[src/rtl/symbol_scrambler.sv]
// Frame-aware I/Q symbol scrambler: headers pass through unchanged, payload symbols are rotated by the randomizer value.
// Optional build macro SCRAMBLER_LENGTH_CHECK_EN: a start-of-frame seen mid-frame flags o_len_err and restarts the frame.
module symbol_scrambler #(
  parameter int W       = 8,
  parameter int HDR_LEN = 90,
  parameter int PAY_LEN = 8100
) (
  input  logic         i_clk,
  input  logic         i_reset_n,
  input  logic         i_valid,
  output logic         o_ready,
  input  logic [W-1:0] i_sym_i,
  input  logic [W-1:0] i_sym_q,
  input  logic         i_sof,
  input  logic [1:0]   i_rnd,
  output logic         o_rnd_reset,
  output logic         o_rnd_en,
  output logic         o_valid,
  input  logic         i_ready,
  output logic [W-1:0] o_sym_i,
  output logic [W-1:0] o_sym_q,
  output logic         o_sof,
  output logic         o_eof,
  output logic         o_len_err
);

  localparam int CNT_MAX = (HDR_LEN > PAY_LEN) ? HDR_LEN : PAY_LEN;
  localparam int CW      = $clog2(CNT_MAX + 1);

  localparam logic [CW-1:0] HDR_LAST = CW'(HDR_LEN - 1);
  localparam logic [CW-1:0] PAY_LAST = CW'(PAY_LEN - 1);
  localparam logic [CW-1:0] CNT_ONE  = CW'(1);
  localparam logic [W-1:0]  MIN_VAL  = {1'b1, {(W-1){1'b0}}};
  localparam logic [W-1:0]  ONE_VAL  = {{(W-1){1'b0}}, 1'b1};

  typedef enum logic [1:0] {
    ST_IDLE,
    ST_HDR,
    ST_PAY
  } state_t;

  state_t        state_reg;
  logic [CW-1:0] count_reg;
  logic          valid_reg;
  logic [W-1:0]  sym_i_reg;
  logic [W-1:0]  sym_q_reg;
  logic          sof_reg;
  logic          eof_reg;
  logic          rnd_reset_reg;
  logic          start_seen_reg;
  logic          prime_reg;

  logic          accept;
  logic          restart_cond;
  logic          frame_start;
  logic          payload_acc;
  logic [W-1:0]  rot_i_next;
  logic [W-1:0]  rot_q_next;

  // Negating the most negative value would overflow, so it clamps to the most positive.
  function automatic logic [W-1:0] sat_neg(input logic [W-1:0] x);
    if (x == MIN_VAL) begin
      return ~MIN_VAL;
    end
    return ~x + ONE_VAL;
  endfunction

  assign o_ready = !valid_reg || i_ready;
  assign accept  = i_valid && o_ready;

`ifdef SCRAMBLER_LENGTH_CHECK_EN
  assign restart_cond = i_sof && (state_reg != ST_IDLE);
`else
  assign restart_cond = 1'b0;
`endif

  assign frame_start = accept && i_sof && ((state_reg == ST_IDLE) || restart_cond);
  assign payload_acc = accept && (state_reg == ST_PAY) && !restart_cond;

  // One randomizer advance per payload symbol, plus the priming pulse after a frame start.
  assign o_rnd_en = prime_reg || payload_acc;

  always_comb begin
    rot_i_next = i_sym_i;
    rot_q_next = i_sym_q;
    case (i_rnd)
      2'd1: begin
        rot_i_next = sat_neg(i_sym_q);
        rot_q_next = i_sym_i;
      end
      2'd2: begin
        rot_i_next = sat_neg(i_sym_i);
        rot_q_next = sat_neg(i_sym_q);
      end
      2'd3: begin
        rot_i_next = i_sym_q;
        rot_q_next = sat_neg(i_sym_i);
      end
      default: begin
        rot_i_next = i_sym_i;
        rot_q_next = i_sym_q;
      end
    endcase
  end

  always_ff @(posedge i_clk or negedge i_reset_n) begin
    if (!i_reset_n) begin
      state_reg      <= ST_IDLE;
      count_reg      <= '0;
      valid_reg      <= 1'b0;
      sym_i_reg      <= '0;
      sym_q_reg      <= '0;
      sof_reg        <= 1'b0;
      eof_reg        <= 1'b0;
      rnd_reset_reg  <= 1'b1;
      start_seen_reg <= 1'b0;
      prime_reg      <= 1'b0;
    end else begin
      rnd_reset_reg  <= frame_start;
      start_seen_reg <= frame_start;
      prime_reg      <= start_seen_reg;
      // The output register only moves when it is empty or being drained.
      if (o_ready) begin
        valid_reg <= 1'b0;
        sof_reg   <= 1'b0;
        eof_reg   <= 1'b0;
        if (accept) begin
          if (frame_start) begin
            valid_reg <= 1'b1;
            sym_i_reg <= i_sym_i;
            sym_q_reg <= i_sym_q;
            sof_reg   <= 1'b1;
            state_reg <= ST_HDR;
            count_reg <= CNT_ONE;
          end else begin
            case (state_reg)
              ST_HDR: begin
                valid_reg <= 1'b1;
                sym_i_reg <= i_sym_i;
                sym_q_reg <= i_sym_q;
                if (count_reg == HDR_LAST) begin
                  state_reg <= ST_PAY;
                  count_reg <= '0;
                end else begin
                  count_reg <= count_reg + CNT_ONE;
                end
              end
              ST_PAY: begin
                valid_reg <= 1'b1;
                sym_i_reg <= rot_i_next;
                sym_q_reg <= rot_q_next;
                if (count_reg == PAY_LAST) begin
                  eof_reg   <= 1'b1;
                  state_reg <= ST_IDLE;
                  count_reg <= '0;
                end else begin
                  count_reg <= count_reg + CNT_ONE;
                end
              end
              default: begin
                state_reg <= ST_IDLE;
                count_reg <= '0;
              end
            endcase
          end
        end
      end
    end
  end

`ifdef SCRAMBLER_LENGTH_CHECK_EN
  logic len_err_reg;

  always_ff @(posedge i_clk or negedge i_reset_n) begin
    if (!i_reset_n) begin
      len_err_reg <= 1'b0;
    end else if (accept && restart_cond) begin
      len_err_reg <= 1'b1;
    end
  end

  assign o_len_err = len_err_reg;
`else
  assign o_len_err = 1'b0;
`endif

  assign o_valid     = valid_reg;
  assign o_sym_i     = sym_i_reg;
  assign o_sym_q     = sym_q_reg;
  assign o_sof       = sof_reg;
  assign o_eof       = eof_reg;
  assign o_rnd_reset = rnd_reset_reg;

endmodule

[config.mk]
export PLATFORM = sky130hd
export DESIGN_NAME = symbol_scrambler
export DESIGN_NICKNAME = d
export VERILOG_FILES = /design/src/rtl/symbol_scrambler.sv
export SDC_FILE = /design/constraint.sdc
export NUM_CORES = 1
export LEC_CHECK = 0
export BUFFER_PORTS_ARGS = -buffer_cell sky130_fd_sc_hd__buf_2
export CORE_MARGIN = 2
export CORE_UTILIZATION = 55
export CTS_CLUSTER_SIZE = 28
export DETAILED_ROUTE_END_ITERATION = 7
export PLACE_DENSITY = 0.79
export SETUP_SLACK_MARGIN = 0.5
export SLEW_MARGIN = 0
export SYNTH_ARGS = -nofsm -noshare
export SYNTH_HDL_FRONTEND = slang
export SYNTH_SLANG_ARGS = --single-unit
[constraint.sdc]
create_clock -name i_clk -period 4.9 [get_ports i_clk]
set_input_delay 0.49 -clock i_clk [delete_from_list [all_inputs] [get_ports i_clk]]
set_output_delay 0.49 -clock i_clk [all_outputs]
set_load 0.03 [all_outputs]
# Yosys cells after proc, flatten, opt, wreduce, memory -nomap -nowiden
# Index checks and enable logic that the tools add are counted.
# W data, S select, Z words.
# totals
regBits,37
elab_cells,74
# classes
add_sub_neg,3
eq_ne,11
muxes,35
n_bitwise,2
reduce_logical,13
# op_table
cell,n
$mux W8,8
$pmux W8 S3,2
$mux W13,3
$pmux W8 S2,2
$pmux W13 S2,1
$add A8 B1 Y8 const B,2
$eq A8 B8 Y1 const B,2
$not A8 Y8,2
$mux W1,15
$add A13 B1 Y13 const B,1
$eq A13 B13 Y1 const B,1
$eq A13 B7 Y1 const B,1
$eq A2 B2 Y1 const B,3
$mux W2,3
$eq A2 B1 Y1 const B,2
$logic_and A1 B1 Y1,4
$pmux W2 S2,1
$reduce_and A4 Y1,1
$ne A3 B2 Y1 const B,1
$ne A3 B3 Y1 const B,1
$reduce_and A3 Y1,1
$reduce_bool A3 Y1,1
$logic_not A2 Y1,1
$logic_or A1 B1 Y1,2
3 further kinds,3

# Depth between registers and ports, before layout
# depth
word_depth,7
mapped_depth,8
depth_no_buf,7

# Least setup slack after synthesis
# Ideal clock, no wire load.
# synth_timing
kind,register to output
startpoint,"register valid_reg, in the netlist o_valid"
endpoint,output o_rnd_en
t_arrival_ns,1.776
setup_slack_ns,2.634
path_stages_with_launch,6
path_buffers,1
path_cell_list,dfrtp_1 > nor2b_1 > inv_1 > and2_0 > clkbuf_1 > a21o_1
# synth_between
elab_chain_cells,5
# synth_rtl
element,line_no,text
from (decl),44,logic valid_reg;
from (signal assigned),110,valid_reg <= 1'b0;
from (signal assigned),124,valid_reg <= 1'b0;
from (signal assigned),129,valid_reg <= 1'b1;
$logic_not A1 Y1,68,assign o_ready = !valid_reg || i_ready;
$logic_or A1 B1 Y1,68,
net o_ready,11,"output logic o_ready,"
$logic_and A1 B1 Y1,69,assign accept = i_valid && o_ready;
$logic_and A1 B1 Y1,78,assign payload_acc = accept && (state_reg == ST_PAY) && !restart_cond;
$logic_or A1 B1 Y1,81,assign o_rnd_en = prime_reg || payload_acc;
to (decl),17,"output logic o_rnd_en,"
# The timed path passes the listed nets, and every way through them passes these cells.

# Worst setup path after layout
# layout_timing
startpoint,"register valid_reg, in the netlist o_valid"
endpoint,"register sym_q_reg[7], in the netlist o_sym_q[7]"
# layout_between
elab_chain_cells,7
elab_cells_between_ends,8
classes_between,mux (1); reduce/logical (7)
# layout_rtl
element,line_no,text
$logic_not A1 Y1 (*),68,
$logic_or A1 B1 Y1 (*),68,
$logic_and A1 B1 Y1,69,
$logic_and A1 B1 Y1 (2 in series),77,assign frame_start = accept && i_sof && ((state_reg == ST_IDLE) || restart_cond);
$reduce_bool A3 Y1 (no source line),--,
$reduce_and A3 Y1 (no source line),--,
to (signal assigned),131,sym_q_reg <= i_sym_q;
to (signal assigned),140,sym_q_reg <= i_sym_q;
to (signal assigned),151,sym_q_reg <= rot_q_next;
to (decl),46,logic [W-1:0] sym_q_reg;
# Mark *: on every way between the ends. The rest lies on a longest branch, timed or not.
# A chain may end at the register's enable or synchronous reset.

==> metrics <==
hold bufs inserted after CTS 0; largest net degree at the start of global routing 38; Detailed Routing Iterations Pass 1 5; Worst VDD drop 0.320 mV; largest cells by area after synthesis dfrtp_1 (35%), a21oi_1 (4.6%), nand2_1 (4.5%); fmax 397 MHz; Internal 809 µW; vias in the first global route 2294; RSZ-0062 raised after global routing no; sw frac 44.9%; overall die width 72.7 µm; htree depth 2; Die H 72.7 µm; DP Area 2810 µm²; Netlist cell types 62; Seq pwr share 31.1%; Slew headroom 18.6%; I/O pin total 46; max reg flops 13; post-route ant nets 0; post-layout util 63.4%; post-synth top area cell dfrtp_1; Vias 2556; Post-Synthesis Cell Area 2600 µm²; fin crit period 2.52 ns; worst min path class input pin to async pin; CTS root buf clkbuf_8; Pleak 1.29 nW; Worst Setup End Kind flop; critical path data arrival time 2.72 ns; Clock Power Share 19.3%; Initial Utilization 56.1%; Final HPWL DP 4810 µm; post-synthesis net count 343; combinational fraction of design power 49.6%; sequential area share after synthesis 35.7%; DR iter-0 viols 337; diodes inserted 0; Post-synth ARST share 100%; cell depth of the worst flop-to-flop path 6; total global routing overflow 0; gr usage total 26.0%; worst-path maximum fanout 15; register area 927 µm²; Vias/cell 6.36; EDFF count, synth 0; Total Nets Final 378; Layout Cells excl Fill 402; routed len/inst 16.5 µm; register bit total from synthesis 37; Worst Max-Slew Pin Slew 1.22 ns; most common cell in the netlist dfrtp_1; status complete, no violations; first-pass GRT wire length 10700 µm; core area 4630 µm²; GP Congestion 0.899; Layout area overhead 12.9%; Synthesis Warnings 0; Cell Rows 25; number of cells upsized or downsized after cts 0; Top FF cell, synth dfrtp_1; top cell type's share of synthesized area 34.7%; max-cap viol count 0; die area 5290 µm²; Worst-path clk slew 0.08 ns; number of buffers inserted by port buffering 44; CTS buffer count 5; Slew Limit Fails 0; CTS max path bufs 2; Synth top cells by count dfrtp_1 (36), nand2_1 (31), a21oi_1 (24); Inst Count DP 394; Fin. Hold Viols 0; drt total wl 6630 µm; period utilization 51.4%; PD cells 500 nW/µm²; Post-Syn Instances 312; initial antenna violation count 0; critical path type flop to flop; fin area 2930 µm²; Worst setup SP type flop; multi-input logic area 1550 µm²; worst skew pair latency 0.29 ns; layout cells sized above 1 19.0%; fillers 410; DRC 0; Psw 659 µW; worst endpoint required time 5.10 ns; clock sink count 37; Final setup violation count 0; Final Skew 0.00435 ns; syn_area_per_cell 8.33 µm²; CTS tree done; setup repair bufs after CTS 0; setup tns final 0 ns
## cell families (layout without fill, tap and decap cells)
logic type	Yosys count	after routing	synth area share (%)
xor gates and xnor gates	7	7	2.36
and+or+nand+nor	121	121	25.4
other	1	1	0.144
buffers and inverters	28	64	4.53
DFF	37	37	35.7
adders and majority gates	8	8	3.85
AOI/OAI and AO/OA	108	108	27.3
muxes	2	2	0.818
## final cells by class
cell class / instances / area share [%]
Clock buffer: 6 / 2.81
Clock inverter: 2 / 1.28
Inverter: 12 / 1.54
Multi-Input combinational cell: 247 / 53.0
Sequential cell: 37 / 31.6
Tap cell: 54 / 2.30
Timing Repair Buffer: 44 / 7.51
## placed cells by master, fill, tap and decap left out, types with 2 or more instances in the layout
cell type / count
buf_2: 44
nand4_1: 6
nand2b_1: 3
nand2_1: 31
a21o_1: 9
o21ai_1: 2
or4b_4: 2
clkbuf_8: 6
or2_2: 2
xnor2_1: 5
a21oi_1: 24
nor2_1: 21
xor2_1: 2
o21ai_0: 23
a31oi_1: 6
or3_1: 4
dfrtp_1: 36
nor4_1: 3
nor2b_1: 10
a22o_1: 6
ha_1: 8
a31o_2: 2
nand3_1: 5
and2_1: 3
or3b_2: 3
o31ai_1: 5
inv_1: 12
or4_1: 2
nor3_1: 11
a211oi_1: 5
and3_1: 6
o22ai_1: 11
## final timing paths
kind                           startpoint  slack (ns)    endpoint
min in group i_clk         start_seen_reg        0.36   prime_reg
setup reg to reg                  o_valid        2.38  o_sym_q[7]
hold / removal                  i_reset_n        0.28  o_sym_q[3]
setup / recovery                  o_valid        2.38  o_sym_q[7]
max in group asynchronous       i_reset_n        4.10  o_sym_i[6]
hold reg to reg            start_seen_reg        0.36   prime_reg
## per-layer routing
metal	GRT usage (%)	wire length, µm	vias up
met5	0	0	-
met4	12.3	158	0
met3	4.42	376	15
met2	42.4	3180	103
met1	33.7	2920	1215
li1	-	-	1223
## metrics by stage
step,hold WS (ns),power (mW),setup slack [ns]
floorplan,0.194,1.00,2.63
global placement,0.334,1.17,2.38
detailed placement,0.340,1.19,2.25
CTS,0.303,1.48,2.36
global route,0.365,1.56,2.14
finish,0.283,1.47,2.38
## worst max-delay path, stage by stage, from the launching register on
cell and delay (ns):
dfrtp_1 0.37, nor2b_1 0.15, inv_1 0.16, nand2_1 0.29
a21oi_1 1.02, o22ai_1 0.17, a311oi_1 0.25
## power groups by stage
stage	Combinational (mW)	Sequential, mW	Clock (mW)
final	0.728	0.457	0.283
after global routing	0.791	0.468	0.303
after CTS	0.726	0.459	0.293
after detailed placement	0.725	0.464	0
after global placement	0.713	0.462	0
after floorplan	0.397	0.604	0
Note: power is estimated with default switching activity, not from simulation.
